===== config.mk =====
export PLATFORM = sky130hd
export DESIGN_NAME = i2c_cfg_target_m_flat
export DESIGN_NICKNAME = d
export VERILOG_FILES = /design/src/rtl/i2c_cfg_target_m_pkg.sv /design/src/rtl/i2c_cfg_target_m_if.sv /design/src/rtl/i2c_pin_sync_m.sv /design/src/rtl/i2c_cfg_target_m.sv /design/src/flat_wrapper.sv
export SDC_FILE = /design/constraint.sdc
export NUM_CORES = 1
export LEC_CHECK = 0
export ABC_AREA = 1
export ABC_CLOCK_PERIOD_IN_PS = 2600
export BUFFER_PORTS_ARGS = -buffer_cell sky130_fd_sc_hd__buf_2
export CORE_MARGIN = 2
export CORE_UTILIZATION = 58
export DETAILED_ROUTE_END_ITERATION = 10
export HOLD_SLACK_MARGIN = 0.03
export PLACE_DENSITY_LB_ADDON = 0.25
export SETUP_SLACK_MARGIN = 0.1
export SYNTH_ARGS = -nofsm -noshare
export SYNTH_HDL_FRONTEND = slang
export SYNTH_SLANG_ARGS = --single-unit
export TNS_END_PERCENT = 20

===== constraint.sdc =====
create_clock -name hsclk -period 2.6 [get_ports hsclk]
set_input_delay 0.39 -clock hsclk [delete_from_list [all_inputs] [get_ports hsclk]]
set_output_delay 0.39 -clock hsclk [all_outputs]
set_load 0.02 [all_outputs]

===== src/rtl/i2c_cfg_target_m_pkg.sv =====
// Shared types and constants for the I2C config-register target: FSM state
// encodings, ACK/NACK bus levels, default device address, pin event bundle.
package i2c_cfg_target_m_pkg;

   localparam logic [6:0] I2C_DEV_ADDR_DFLT = 7'h2C;
   localparam logic       I2C_ACK           = 1'b0;
   localparam logic       I2C_NACK          = 1'b1;

   typedef enum logic [3:0] {
      ST_IDLE      = 4'd0,
      ST_ADDR      = 4'd1,
      ST_ADDR_ACK  = 4'd2,
      ST_PTR       = 4'd3,
      ST_PTR_ACK   = 4'd4,
      ST_WDATA     = 4'd5,
      ST_WDATA_ACK = 4'd6,
      ST_RDATA     = 4'd7,
      ST_RDATA_ACK = 4'd8,
      ST_IGNORE    = 4'd9
   } state_e;

   typedef struct packed {
      logic lvl;
      logic rise;
      logic fall;
   } pin_evt_t;

endpackage


===== src/rtl/i2c_cfg_target_m_if.sv =====
// Open-drain I2C pin bundle: raw scl/sda levels in, sda pull-down request out.
interface i2c_cfg_target_m_if;
   logic scl_in;
   logic sda_in;
   logic sda_pull;

   modport slave  (input scl_in, input sda_in, output sda_pull);
   modport master (output scl_in, output sda_in, input sda_pull);
endinterface


===== src/rtl/i2c_pin_sync_m.sv =====
// One I2C pin: synchroniser, optional 3-sample majority filter (I2C_GLITCH_FILTER_EN),
// history flop and single-cycle rise/fall pulses.
module i2c_pin_sync_m
   import i2c_cfg_target_m_pkg::*;
#(
   parameter int SYNC_STG = 2
) (
   input  logic     hsclk,
   input  logic     resetb,
   input  logic     pin_i,
   output pin_evt_t evt_o
);

   logic [SYNC_STG-1:0] sync_q;
   logic                lvl;
   logic                hist_q;

   // Reset to 1 so an idle (pulled-up) bus produces no edge on reset release.
   always_ff @(posedge hsclk or negedge resetb) begin
      if (!resetb) sync_q <= '1;
      else         sync_q <= {sync_q[SYNC_STG-2:0], pin_i};
   end

`ifdef I2C_GLITCH_FILTER_EN
   logic [1:0] win_q;
   logic       flt_q;
   logic       smp;

   assign smp = sync_q[SYNC_STG-1];

   always_ff @(posedge hsclk or negedge resetb) begin
      if (!resetb) begin
         win_q <= '1;
         flt_q <= 1'b1;
      end else begin
         win_q <= {win_q[0], smp};
         flt_q <= (smp & win_q[0]) | (smp & win_q[1]) | (win_q[0] & win_q[1]);
      end
   end

   assign lvl = flt_q;
`else
   assign lvl = sync_q[SYNC_STG-1];
`endif

   always_ff @(posedge hsclk or negedge resetb) begin
      if (!resetb) hist_q <= 1'b1;
      else         hist_q <= lvl;
   end

   assign evt_o.lvl  = lvl;
   assign evt_o.rise = lvl & ~hist_q;
   assign evt_o.fall = ~lvl & hist_q;

endmodule


===== src/rtl/i2c_cfg_target_m.sv =====
// I2C target exposing NREGS config bytes (top index reads status_in, writes dropped).
// Optional input glitch filter: define I2C_GLITCH_FILTER_EN.
module i2c_cfg_target_m
   import i2c_cfg_target_m_pkg::*;
#(
   parameter logic [6:0] DEV_ADDR = I2C_DEV_ADDR_DFLT,
   parameter int         NREGS    = 4,
   parameter int         SYNC_STG = 2
) (
   input  logic                 hsclk,
   input  logic                 resetb,
   i2c_cfg_target_m_if.slave    bus,
   input  logic [7:0]           status_in,
   output logic [8*NREGS-1:0]   regs_out,
   output logic                 wr_stb,
   output logic [2:0]           wr_idx,
   output logic                 busy
);

   localparam int             PW   = $clog2(NREGS);
   localparam logic [PW-1:0]  LAST = PW'(NREGS - 1);

   pin_evt_t scl, sda;

   i2c_pin_sync_m #(.SYNC_STG(SYNC_STG)) u_scl (
      .hsclk(hsclk), .resetb(resetb), .pin_i(bus.scl_in), .evt_o(scl));
   i2c_pin_sync_m #(.SYNC_STG(SYNC_STG)) u_sda (
      .hsclk(hsclk), .resetb(resetb), .pin_i(bus.sda_in), .evt_o(sda));

   // An SCL edge in the same sample masks START/STOP.
   logic scl_edge, start, stop;
   assign scl_edge = scl.rise | scl.fall;
   assign start    = sda.fall & scl.lvl & ~scl_edge;
   assign stop     = sda.rise & scl.lvl & ~scl_edge;

   state_e                  state_q, state_d;
   logic [7:0]              sh_q, sh_d;
   logic [2:0]              bcnt_q, bcnt_d;
   logic [PW-1:0]           ptr_q, ptr_d;
   logic [NREGS-1:0][7:0]   regs_q, regs_d;
   logic                    pull_q, pull_d;
   logic                    stb_q, stb_d;
   logic [2:0]              idx_q, idx_d;
   logic                    busy_q, busy_d;
   logic                    rw_q, rw_d;
   logic                    ld_q, ld_d;

   logic [7:0] byte_in, rd_byte;
   logic       last_bit;
   assign byte_in  = {sh_q[6:0], sda.lvl};
   assign rd_byte  = (ptr_q == LAST) ? status_in : regs_q[ptr_q];
   assign last_bit = (bcnt_q == 3'd7);

   always_ff @(posedge hsclk or negedge resetb) begin
      if (!resetb) begin
         state_q <= ST_IDLE;
         sh_q    <= '0;
         bcnt_q  <= '0;
         ptr_q   <= '0;
         regs_q  <= '0;
         pull_q  <= 1'b0;
         stb_q   <= 1'b0;
         idx_q   <= '0;
         busy_q  <= 1'b0;
         rw_q    <= 1'b0;
         ld_q    <= 1'b0;
      end else begin
         state_q <= state_d;
         sh_q    <= sh_d;
         bcnt_q  <= bcnt_d;
         ptr_q   <= ptr_d;
         regs_q  <= regs_d;
         pull_q  <= pull_d;
         stb_q   <= stb_d;
         idx_q   <= idx_d;
         busy_q  <= busy_d;
         rw_q    <= rw_d;
         ld_q    <= ld_d;
      end
   end

   always_comb begin
      state_d = state_q;
      sh_d    = sh_q;
      bcnt_d  = bcnt_q;
      ptr_d   = ptr_q;
      regs_d  = regs_q;
      pull_d  = pull_q;
      stb_d   = 1'b0;
      idx_d   = idx_q;
      busy_d  = busy_q;
      rw_d    = rw_q;
      ld_d    = ld_q;

      if (start) begin
         state_d = ST_ADDR;
         bcnt_d  = '0;
         busy_d  = 1'b1;
         pull_d  = 1'b0;
         ld_d    = 1'b0;
      end else if (stop) begin
         state_d = ST_IDLE;
         busy_d  = 1'b0;
         pull_d  = 1'b0;
         ld_d    = 1'b0;
      end else begin
         case (state_q)
            ST_ADDR, ST_PTR, ST_WDATA: begin
               if (scl.rise) begin
                  sh_d   = byte_in;
                  bcnt_d = bcnt_q + 3'd1;
                  if (last_bit) begin
                     case (state_q)
                        ST_ADDR: begin
                           rw_d    = sda.lvl;
                           state_d = (byte_in[7:1] == DEV_ADDR) ? ST_ADDR_ACK : ST_IGNORE;
                        end
                        ST_PTR: begin
                           ptr_d   = byte_in[PW-1:0];
                           state_d = ST_PTR_ACK;
                        end
                        default: begin
                           // Top index has no storage: ACK the byte but drop it.
                           if (ptr_q != LAST) begin
                              regs_d[ptr_q] = byte_in;
                              stb_d         = 1'b1;
                              idx_d         = 3'(ptr_q);
                           end
                           ptr_d   = ptr_q + 1'b1;
                           state_d = ST_WDATA_ACK;
                        end
                     endcase
                  end
               end
            end
            // First fall opens the ACK slot, second fall closes it.
            ST_ADDR_ACK, ST_PTR_ACK, ST_WDATA_ACK: begin
               if (scl.fall) begin
                  if (!pull_q) begin
                     pull_d = 1'b1;
                  end else begin
                     pull_d = 1'b0;
                     bcnt_d = '0;
                     if (state_q == ST_ADDR_ACK && rw_q) begin
                        sh_d    = {rd_byte[6:0], 1'b0};
                        pull_d  = ~rd_byte[7];
                        state_d = ST_RDATA;
                     end else begin
                        state_d = (state_q == ST_ADDR_ACK) ? ST_PTR : ST_WDATA;
                     end
                  end
               end
            end
            ST_RDATA: begin
               if (scl.rise) begin
                  bcnt_d = bcnt_q + 3'd1;
                  if (last_bit) state_d = ST_RDATA_ACK;
               end else if (scl.fall) begin
                  pull_d = ~sh_q[7];
                  sh_d   = {sh_q[6:0], 1'b0};
               end
            end
            // ld_q separates the release fall from the next-byte load fall.
            ST_RDATA_ACK: begin
               if (scl.fall) begin
                  if (ld_q) begin
                     ld_d    = 1'b0;
                     sh_d    = {rd_byte[6:0], 1'b0};
                     pull_d  = ~rd_byte[7];
                     bcnt_d  = '0;
                     state_d = ST_RDATA;
                  end else begin
                     pull_d = 1'b0;
                  end
               end else if (scl.rise) begin
                  if (sda.lvl == I2C_NACK) begin
                     state_d = ST_IGNORE;
                  end else begin
                     ptr_d = ptr_q + 1'b1;
                     ld_d  = 1'b1;
                  end
               end
            end
            default: pull_d = 1'b0;
         endcase
      end
   end

   assign bus.sda_pull = pull_q;
   assign regs_out     = regs_q;
   assign wr_stb       = stb_q;
   assign wr_idx       = idx_q;
   assign busy         = busy_q;

endmodule


===== src/flat_wrapper.sv =====
// flat-port wrapper written by rule: the top's interface ports become plain ports
module i2c_cfg_target_m_flat import i2c_cfg_target_m_pkg::*;
#(
   parameter logic [6:0] DEV_ADDR = I2C_DEV_ADDR_DFLT,
   parameter int         NREGS    = 4,
   parameter int         SYNC_STG = 2
)
  (hsclk, resetb, status_in, regs_out, wr_stb, wr_idx, busy, bus_scl_in, bus_sda_in, bus_sda_pull);
  i2c_cfg_target_m_if bus_i ();
  input  logic hsclk;
  input  logic resetb;
  input  logic [7:0] status_in;
  output logic [8*NREGS-1:0] regs_out;
  output logic wr_stb;
  output logic [2:0] wr_idx;
  output logic busy;
  input wire logic [$bits(bus_i.scl_in)-1:0] bus_scl_in;
  input wire logic [$bits(bus_i.sda_in)-1:0] bus_sda_in;
  output wire logic [$bits(bus_i.sda_pull)-1:0] bus_sda_pull;
  assign bus_i.scl_in = bus_scl_in;
  assign bus_i.sda_in = bus_sda_in;
  assign bus_sda_pull = bus_i.sda_pull;
  i2c_cfg_target_m #(.DEV_ADDR(DEV_ADDR), .NREGS(NREGS), .SYNC_STG(SYNC_STG)) u_core (.hsclk(hsclk), .resetb(resetb), .bus(bus_i), .status_in(status_in), .regs_out(regs_out), .wr_stb(wr_stb), .wr_idx(wr_idx), .busy(busy));
endmodule

==> results of run 1 <==
-- critical path: stages (launching register included) --
cell and delay [ps]:
dfstp_2 530, inv_1 40, ha_1 300, nand2_1 80
inv_2 50, nand2_2 130, nand2_4 110, inv_2 130
nand2_1 100, nor2_4 210, nand2_2 160, nand2_1 100
nand2_1 50
-- final cells by class --
class | instances | area (µm²)
Clock buffer | 11 | 141.4
Tap cell | 75 | 93.84
Fill cell | 510 | 1883
Multi-Input combinational cell | 326 | 1685
Sequential cell | 62 | 1559
Clock inverter | 5 | 58.81
Inverter | 57 | 216.5
Timing Repair Buffer | 52 | 282.8
-- flip-flops by register name, summed over array words and instances (netlist names), 2 cells and up --
signal / count
u_core.bcnt_q: 3
u_core.ptr_q: 2
u_core.regs_out: 32
u_core.sh_q: 8
u_core.state_q: 4
u_core.u_scl.sync_q: 2
u_core.u_sda.sync_q: 2
u_core.wr_idx: 2
-- power by group --
group | switching [mW] | leakage (nW) | internal [mW]
logic | 1.07 | 1.34 | 0.471
clock network | 0.398 | 0.0955 | 0.469
registers | 0.189 | 0.832 | 1.08
-- layer usage --
metal | wire [µm] | GRT usage
met5 | 0 | 0
met4 | 180 | 0.1017
met3 | 545 | 0.04674
met2 | 3807 | 0.4194
met1 | 4115 | 0.4126
-- cell usage after synthesis (all sizes together) --
cell type    n  area share
nand2      166        0.18
nand3       63       0.098
dfrtp       56        0.39
inv         56       0.060
o21ai       34       0.064
nor2        28       0.051
clkbuf      11       0.012
buf          8       0.017
ha           8       0.028
or2          7       0.012
a21oi        6       0.012
dfstp        6       0.044
nand4        6       0.011
nor3         5      0.0084
clkinv       1      0.0011
conb         1      0.0011
nor3b        1      0.0021
o21a         1      0.0021
-- stage by stage --
| step | std cells | power, mW | instance area [µm²] | utilization |
|---|---|---|---|---|
| global placement | 572 | 2.757 | 3837 | 0.6481 |
| CTS | 588 | 3.648 | 4038 | 0.6820 |
| finish | 588 | 3.673 | 4038 | 0.6820 |
| global route | 588 | 3.918 | 4038 | 0.6820 |
| detailed placement | 572 | 2.783 | 3837 | 0.6481 |
| floorplan | 464 | 2.390 | 3563 | - |
-- how the worst min path moves through the flow --
stage | start | end | cells after the start
after global placement | u_core.u_sda.sync_q[0]$_DFF_PN1_ | u_core.u_sda.sync_q[1]$_DFF_PN1_ | 0
after detailed placement | u_core.u_scl.sync_q[0]$_DFF_PN1_ | u_core.u_scl.sync_q[1]$_DFF_PN1_ | 0
after global routing | resetb | u_core.regs_out[1]$_DFFE_PN0P_ | 2
final | resetb | u_core.regs_out[8]$_DFFE_PN0P_ | 2
after floorplan | resetb | u_core.bcnt_q[0]$_DFFE_PN0P_ | 0
after CTS | resetb | u_core.regs_out[8]$_DFFE_PN0P_ | 2
-- cells by family (layout without fill, tap and decap cells) --
kind of cell | after synthesis | in the layout | share of synthesized area
DFF | 62 | 62 | 0.4375
adders and majority gates | 8 | 8 | 0.02809
other | 1 | 1 | 0.001052
AOI/OAI and AO/OA | 41 | 41 | 0.07725
buffers and inverters | 76 | 125 | 0.08953
and+or+nand+nor | 276 | 276 | 0.3666
==> impl_metrics.py, run 1 <==
metrics = {
    "pwr": {
        "ir_worst_vdd_mv": 0.6066,
        "p_leak_nw": 2.271,
        "powerDensity_nw_per_um2": 909.7,
    },
    "drt": {
        "wl_per_cell_um": 14.71,
        "vias_per_cell": 5.388,
        "drt_iter0_drc": 247,
        "drt_wl_total_um": 8649,
        "vias": 3168,
        "postRouteAntennaNets": 0,
        "drc": 0,
        "dr.pass1.iters": 5,
    },
    "floorplan": {
        "dieArea_um2": 6786,
        "die_h_um": 82.38,
        "io_pins": 50,
        "core_area_um2": 5921,
        "initial_core_util": 0.6019,
        "fp.dieW_um": 82.38,
        "rows": 28,
    },
    "timing": {
        "finalWorstSetupSlack_ps": 478.4,
        "setup_viol": 0,
        "fin_crit_ps": 2122,
        "fin_tns_setup_ps": 0,
        "rsz0062_at_grt": "false",
        "whs_ps": 35.81,
        "clock-skew-final_ps": 10.89,
        "fmaxAchievable_ghz": 0.4713,
        "fin_crit_sh": 0.8160,
        "report.final.hold_viol_count": 0,
        "maxSlewViolCount": 0,
    },
    "finish": {
        "insertedDiodeCount": 0,
        "final_common_cell": "nand2_1",
        "nets": 528,
        "drive_gt1_frac": 0.2456,
        "area_growth_pct": 13.31,
        "layout_common_cells": "nand2_1, nand3_1, dfrtp_1",
    },
    "critical_path": {
        "critPathLaunch": "u_core.u_scl.hist_q$_DFF_PN1_",
        "critPathLaunchType": "flip-flop",
        "reg2regPathDepth": 12,
        "endpoint": "u_core.sh_q[6]$_DFFE_PN0P_",
        "r2r_start": "u_core.u_scl.hist_q$_DFF_PN1_",
        "worstPathArrival_ps": 2360,
        "path_class": "reg2reg",
        "worstSetupEndpointType": "flip-flop",
        "ff2ff_setup_slack_ps": 480,
        "path_max_fanout": 9,
        "r2r_end": "u_core.sh_q[6]$_DFFE_PN0P_",
        "worstPathRequired_ps": 2840,
    },
    "synthesis": {
        "synth_seq_cells": 62,
        "synth.distinct_cells": 34,
        "syn_avg_cell_area_um2": 7.680,
        "yosys_warnings": 0,
        "syn_area_um2": 3563,
        "yosysSeqAreaShare": 0.4375,
        "syn_nets": 484,
        "syn_inst": 464,
    },
    "clock_network": {
        "cts.clk_slew.worst_paths_ps": 80,
        "clock_latency_ps": 350,
        "cts_tree": "done",
        "cts_resized": 0,
        "cts-root-buf": "clkbuf_8",
        "cts_sinks": 62,
        "cts_made_buffers": 9,
        "postCtsHoldBufs": 0,
        "cts_buffer_depth": 2,
        "post_cts_buffers": 0,
        "h-tree-depth": 3,
    },
    "global_routing": {
        "grt_antenna_before_repair": 0,
        "grt_pass1_wl_um": 14320,
        "grt_pass1_vias": 2957,
        "gr-total-overflow": 0,
        "gr-usage-all-layers": 0.2815,
        "grt_max_degree": 63,
    },
    "placement": {
        "gp_congestion": 0.9320,
        "portBuffers": 48,
        "pre_cts_slack_ps": 513.0,
        "dpl.hpwl_um": 6271,
    },
    "run": {
        "max_cap_viol_count": 0,
    },
    "run_status": {
        "outcome": "finished, final reports clean",
    },
    "worst_hold_path": {
        "hp-class": "in2async",
    },
}
(Power assumes the default switching activity.)
==> run 2: changes to the inputs <==
--- a/config.mk
+++ b/config.mk
@@ -5,11 +5,11 @@
 export SDC_FILE = /design/constraint.sdc
 export NUM_CORES = 1
 export LEC_CHECK = 0
-export ABC_AREA = 1
-export ABC_CLOCK_PERIOD_IN_PS = 2600
+export ABC_AREA = 0
+export ABC_CLOCK_PERIOD_IN_PS = 1750
 export BUFFER_PORTS_ARGS = -buffer_cell sky130_fd_sc_hd__buf_2
 export CORE_MARGIN = 2
-export CORE_UTILIZATION = 58
+export CORE_UTILIZATION = 51
 export DETAILED_ROUTE_END_ITERATION = 10
 export HOLD_SLACK_MARGIN = 0.03
 export PLACE_DENSITY_LB_ADDON = 0.25
==> constraint.sdc (replaced) <==
create_clock -name hsclk -period 1.75 [get_ports hsclk]
set_input_delay 0.2625 -clock hsclk [delete_from_list [all_inputs] [get_ports hsclk]]
set_output_delay 0.2625 -clock hsclk [all_outputs]
set_load 0.02 [all_outputs]
==> run 2 against run 1 <==
  * The flow now finishes with violations (negative setup slack)
  * Sequential cell count unchanged
  * Combinational power up 82%
  * Die area is 5.6% higher
  * Area after synthesis shrank 6.8%
  * Cell area is 12% higher
  * Highest routed layer unchanged
  * Synthesized cell count decreased by 40%
  * Clock skew grew 5.8 ps
  * Largest power group unchanged
  * Global-route usage is 3.6 points lower
==> impl_metrics.py, run 2 <==
metrics = {
    "global_routing": {
        "grt_pass1_vias": 2627,
        "gr-total-overflow": 0,
        "grtUsageMet2": 0.3586,
        "grt_max_degree": 63,
        "gr-usage-met1": 0.3608,
        "grt_antenna_before_repair": 0,
        "gr-max-usage-layer": "met1",
        "grt.met3_usage": 0.04720,
        "gr-usage-all-layers": 0.2458,
        "grt_pass1_wl_um": 13540,
    },
    "timing": {
        "report.final.hold_viol_count": 0,
        "whs_ps": 361.8,
        "fin_crit_sh": 1.142,
        "rsz0062_at_grt": "true",
        "fmaxAchievable_ghz": 0.5005,
        "finalWorstSetupSlack_ps": -248.1,
        "maxSlewViolCount": 0,
        "fin_crit_ps": 1998,
        "clock-skew-final_ps": 16.73,
        "setup_viol": 44,
    },
    "drt": {
        "wl_per_cell_um": 17.86,
        "postRouteAntennaNets": 0,
        "drc": 0,
        "dr.pass1.iters": 4,
        "vias_per_cell": 5.533,
        "vias": 2584,
        "drt_wl_total_um": 8341,
        "drt_iter0_drc": 199,
    },
    "floorplan": {
        "initial_core_util": 0.5258,
        "io_pins": 50,
        "fp.dieW_um": 84.68,
        "dieArea_um2": 7170,
        "die_h_um": 84.68,
        "rows": 29,
        "core_area_um2": 6314,
    },
    "synthesis": {
        "yosys.area.top_type": "dfrtp_1",
        "syn_nets": 300,
        "yosys.area.top_type_share": 0.4222,
        "syn_inst": 280,
        "yosys_warnings": 0,
        "netlist_top_cells_count": "dfrtp_1, mux2_2, a21oi_1",
        "synth_edf_count": 0,
        "synth_seq_cells": 62,
        "synth.most_common_cell": "dfrtp_1",
        "ys.flop_type": "dfrtp_1",
        "syn_area_um2": 3319,
        "synth.distinct_cells": 54,
        "async_flop_share": 1.000,
        "synth_area_leaders": "dfrtp_1, mux2_2, mux4_2, dfstp_2, mux2_4",
        "yosysSeqAreaShare": 0.4697,
        "syn_avg_cell_area_um2": 11.86,
    },
    "critical_path": {
        "crit_chain": "buf_4, ha_4, nand2_4, nor2b_4, nor4b_4, buf_6, nand2_8, mux2_4",
        "path_max_fanout": 8,
        "slowest_stage": "dfstp_2",
        "reg2regPathDepth": 8,
        "critPathLaunchType": "flip-flop",
        "worstPathRequired_ps": 1970,
        "path_class": "reg2reg",
        "crit_family": "flip-flops",
        "ff2ff_setup_slack_ps": -250,
        "crit_buf_inv": 2,
        "critPathMaxStageDelay_ps": 540,
        "worstPathArrival_ps": 2220,
        "r2r_end": "u_core.regs_out[0]$_DFFE_PN0P_",
        "r2r_start": "u_core.u_scl.sync_q[1]$_DFF_PN1_",
        "worstSetupEndpointType": "flip-flop",
    },
    "finish": {
        "area_growth_pct": 35.66,
        "drive_gt1_frac": 0.5692,
        "insertedDiodeCount": 0,
        "fin_util": 0.7132,
        "largest_reg_flops": 32,
        "final_common_cell": "buf_4",
        "fillers": 465,
        "layout_common_cells": "buf_4, dfrtp_1, buf_2",
        "nets": 405,
    },
    "run": {
        "max_cap_viol_count": 0,
    },
    "worst_hold_path": {
        "holdPathEnd": "u_core.u_sda.sync_q[1]$_DFF_PN1_",
        "whs_path_depth": 0,
        "hp-class": "reg2reg",
        "hold_start": "u_core.u_sda.sync_q[0]$_DFF_PN1_",
    },
    "placement": {
        "dpl.hpwl_um": 5677,
        "gp_congestion": 0.9756,
        "pre_cts_slack_ps": -330.4,
        "portBuffers": 48,
    },
    "clock_network": {
        "cts_buffer_depth": 2,
        "clock_latency_ps": 350,
        "cts_made_buffers": 9,
        "cts_sinks": 62,
        "h-tree-depth": 3,
        "cts.clk_slew.worst_paths_ps": 70,
        "cts_tree": "done",
        "cts-root-buf": "clkbuf_8",
    },
    "pwr": {
        "ir_worst_vdd_mv": 0.9672,
        "powerDensity_nw_per_um2": 1303,
        "p_leak_nw": 2.224,
    },
    "run_status": {
        "outcome": "finished, violations left",
        "violations": "negative setup slack",
    },
}
run 2: routing by layer:
layer | wire length (µm) | share of wire
met1 | 3932 | 0.47
met2 | 3813 | 0.46
met3 | 439 | 0.053
met4 | 156 | 0.019
met5 | 0 | 0
run 2: how the worst max path moves through the flow:
stage	depth (start not counted)	from	endpoint
after floorplan	8	u_core.u_scl.sync_q[1]$_DFF_PN1_	u_core.ptr_q[0]$_DFFE_PN0P_
after global placement	6	u_core.state_q[1]$_DFFE_PN0P_	u_core.sh_q[2]$_DFFE_PN0P_
after detailed placement	5	u_core.state_q[2]$_DFFE_PN0P_	u_core.sh_q[5]$_DFFE_PN0P_
after CTS	8	u_core.u_scl.sync_q[1]$_DFF_PN1_	u_core.regs_out[0]$_DFFE_PN0P_
after global routing	9	u_core.u_scl.sync_q[1]$_DFF_PN1_	u_core.ptr_q[0]$_DFFE_PN0P_
final	8	u_core.u_scl.sync_q[1]$_DFF_PN1_	u_core.regs_out[0]$_DFFE_PN0P_
run 2: cell type report:
cell class	count	area [µm²]	share of cell area
clock buffer	10	137.6	0.03056
inverter	8	30.03	0.006669
timing repair buffer	120	823.3	0.1828
sequential	62	1560	0.3465
multi-input combinational	184	1788	0.3971
tap	77	96.34	0.02139
clock inverter	6	67.56	0.01500
run 2: through the flow:
stage               instances  TNS, ps  area (µm²)  power (mW)
floorplan                 280   -12450        3372       3.253
global placement          439    -9171        4013       4.153
detailed placement        439   -10560        4013       4.177
CTS                       461    -7893        4354       5.601
global route              467   -11230        4503       6.198
finish                    467    -8463        4503       5.869
run 2: report_power, final:
group	total, mW	switching, mW	internal, mW
registers	1.76	0.126	1.63
clock network	1.31	0.606	0.704
logic	2.80	1.39	1.41
total	5.87	2.12	3.75
run 2: cell families (layout without fill, tap and decap cells):
kind of cell	count (synthesis)	after routing	share of synthesized area
AO/OA/AOI/OAI	46	46	0.08783
XOR/XNOR	1	1	0.002639
adder cells (fa/ha/maj)	8	8	0.03016
buffers and inverters	34	144	0.05390
flip-flops	62	62	0.4697
multiplexers	55	55	0.2216
other	1	1	0.001130
AND/OR/NAND/NOR	73	73	0.1331
run 2: what timing repair did:
action / CTS / global route
setup buffers: 3 / 6
pin swaps: 9 / 3
hold buffers: 3 / 0
endpoints found under the hold margin: 58 / 0
setup endpoints to repair: 47 / 47
gates resized for setup: 21 / 21
run 2: worst reg2reg max path: cells and delay by family (launching register included):
| family | cells | cell delay (ps) |
|---|---|---|
| DFF | 1 | 540 |
| and+or+nand+nor | 4 | 450 |
| buffers and inverters | 2 | 380 |
| muxes | 1 | 310 |
| adders and majority gates | 1 | 210 |
==> run 3: changes to the inputs <==
--- a/config.mk
+++ b/config.mk
@@ -12,7 +12,7 @@
 export CORE_UTILIZATION = 51
 export DETAILED_ROUTE_END_ITERATION = 10
 export HOLD_SLACK_MARGIN = 0.03
-export PLACE_DENSITY_LB_ADDON = 0.25
+export PLACE_DENSITY = 0.78
 export SETUP_SLACK_MARGIN = 0.1
 export SYNTH_ARGS = -nofsm -noshare
 export SYNTH_HDL_FRONTEND = slang
==> run 3 against run 2 <==
  * The flow still finishes with violations (negative setup slack)
  * Largest power group unchanged
  * Largest cell class unchanged
  * Register-to-register slack got worse by 20 ps
  * Sequential share of layout area about the same
  * Hold slack got worse by 9.4 ps
==> impl_metrics.py, run 3 (same netlist as run 2, synthesis figures left out) <==
metrics = {
    "placement": {
        "portBuffers": 48,
        "gp_congestion": 0.9464,
        "pre_cts_slack_ps": -390.8,
        "dpl.hpwl_um": 5822,
    },
    "finish": {
        "layout_common_cells": "buf_4, dfrtp_1, buf_2",
        "drive_gt1_frac": 0.5490,
        "largest_reg_flops": 32,
        "insertedDiodeCount": 0,
        "final_common_cell": "buf_4",
        "fillers": 444,
        "nets": 403,
        "area_growth_pct": 35.47,
    },
    "critical_path": {
        "reg2regPathDepth": 7,
        "critPathLaunch": "u_core.u_scl.sync_q[1]$_DFF_PN1_",
        "endpoint": "u_core.ptr_q[0]$_DFFE_PN0P_",
        "path_common_cell": "nor4b_4",
        "critPathLaunchType": "flip-flop",
        "r2r_start": "u_core.u_scl.sync_q[1]$_DFF_PN1_",
        "crit_chain": "inv_2, ha_4, nor4b_4, o2bb2a_4, nor4b_4, mux2i_1, nand2_1",
        "path_class": "reg2reg",
        "slowest_stage": "dfstp_2",
        "r2r_end": "u_core.ptr_q[0]$_DFFE_PN0P_",
        "ff2ff_setup_slack_ps": -270,
        "worstPathRequired_ps": 1990,
        "path_max_fanout": 5,
        "critPathMaxStageDelay_ps": 540,
        "worstSetupEndpointType": "flip-flop",
        "worstPathArrival_ps": 2260,
    },
    "drt": {
        "wl_met2_um": 4275,
        "wl_met1_um": 3558,
        "wl_per_cell_um": 18.06,
        "postRouteAntennaNets": 0,
        "drt_wl_total_um": 8399,
        "dr.pass1.iters": 4,
        "dr_wl_met3_um": 342,
        "vias_per_cell": 5.520,
        "drt_iter0_drc": 136,
        "drc": 0,
        "top_layer_used": "met4",
        "vias": 2567,
    },
    "floorplan": {
        "rows": 29,
        "initial_core_util": 0.5258,
        "core_area_um2": 6314,
        "dieArea_um2": 7170,
        "io_pins": 50,
        "die_h_um": 84.68,
        "fp.dieW_um": 84.68,
    },
    "clock_network": {
        "cts_sinks": 62,
        "cts_tree": "done",
        "cts_made_buffers": 9,
        "h-tree-depth": 3,
        "cts_buffer_depth": 2,
        "clock_latency_ps": 360,
        "cts.clk_slew.worst_paths_ps": 70,
        "cts-root-buf": "clkbuf_8",
    },
    "timing": {
        "finalWorstSetupSlack_ps": -272.1,
        "rsz0062_at_grt": "true",
        "fmaxAchievable_ghz": 0.4945,
        "fin_crit_ps": 2022,
        "fin_crit_sh": 1.155,
        "whs_ps": 352.4,
        "setup_viol": 44,
        "report.final.hold_viol_count": 0,
        "clock-skew-final_ps": 9.620,
        "maxSlewViolCount": 0,
    },
    "global_routing": {
        "grt_pass1_vias": 2691,
        "gr-usage-all-layers": 0.2429,
        "grt_antenna_before_repair": 0,
        "gr-total-overflow": 0,
        "grt_pass1_wl_um": 13410,
        "grt_max_degree": 50,
    },
    "run_status": {
        "violations": "negative setup slack",
        "outcome": "finished, violations left",
    },
    "worst_hold_path": {
        "hp-class": "in2async",
    },
    "run": {
        "max_cap_viol_count": 0,
    },
    "pwr": {
        "p_leak_nw": 2.225,
        "p_total_mw": 5.864,
        "ir_worst_vdd_mv": 0.7876,
        "powerDensity_nw_per_um2": 1304,
    },
}
## run 3: cell type report
cell class	count	area (µm²)	share of cell area
flip-flops and latches	62	1559	0.3467
clock buffers	9	123.9	0.02755
multi-input cells	184	1735	0.3859
clock inverters	7	97.59	0.02170
well taps	77	96.34	0.02142
inverters	8	35.03	0.007791
repair buffers	118	849.6	0.1889
## run 3: where the power goes
part	total (mW)	leakage (nW)	switching (mW)	internal, mW
sequential	1.75	0.820	0.120	1.63
clock	1.42	0.111	0.612	0.807
combinational	2.69	1.29	1.30	1.39
## run 3: repair_timing
action,CTS,global route
hold endpoints to repair,10,0
setup buffers,3,0
resized for setup,17,13
hold buffers,3,0
gates cloned,0,0
endpoints found under the setup margin,46,46
pin swaps,10,2
## run 3: metal layers
metal / global-route usage / up-vias
met4: 0.1284 / 0
met5: 0 / -
met3: 0.04916 / 19
met1: 0.2975 / 1269
li1: - / 1204
met2: 0.4052 / 75
## run 3: worst min-delay path by stage
stage / cells past startpoint / slack (ps) / startpoint / end
after floorplan: 0 / -30 / resetb / u_core.bcnt_q[0]$_DFFE_PN0P_
after global placement: 1 / 200 / resetb / u_core.bus.sda_pull$_DFFE_PN0P_
after detailed placement: 1 / 220 / resetb / u_core.bus.sda_pull$_DFFE_PN0P_
after CTS: 4 / 350 / status_in[4] / u_core.sh_q[5]$_DFFE_PN0P_
after global routing: 0 / 370 / u_core.u_sda.sync_q[0]$_DFF_PN1_ / u_core.u_sda.sync_q[1]$_DFF_PN1_
final: 2 / 350 / resetb / u_core.bus.sda_pull$_DFFE_PN0P_
## run 3: worst max-delay path: cells and delay by family, from the launching register on
family	cells	cell delay (ps)
and+or+nand+nor	3	620
adders and majority gates	1	170
muxes	1	310
AOI/OAI and AO/OA	1	200
DFF	1	540
buffers and inverters	1	50
## run 3: stage by stage
stage / instance area [µm²] / utilization / setup TNS (ps) / cells
after floorplan: 3372 / - / -12450 / 280
after global placement: 4075 / 0.6455 / -10790 / 444
after detailed placement: 4075 / 0.6455 / -11760 / 444
after CTS: 4453 / 0.7053 / -9580 / 465
after global routing: 4497 / 0.7122 / -12180 / 465
final: 4497 / 0.7122 / -9295 / 465
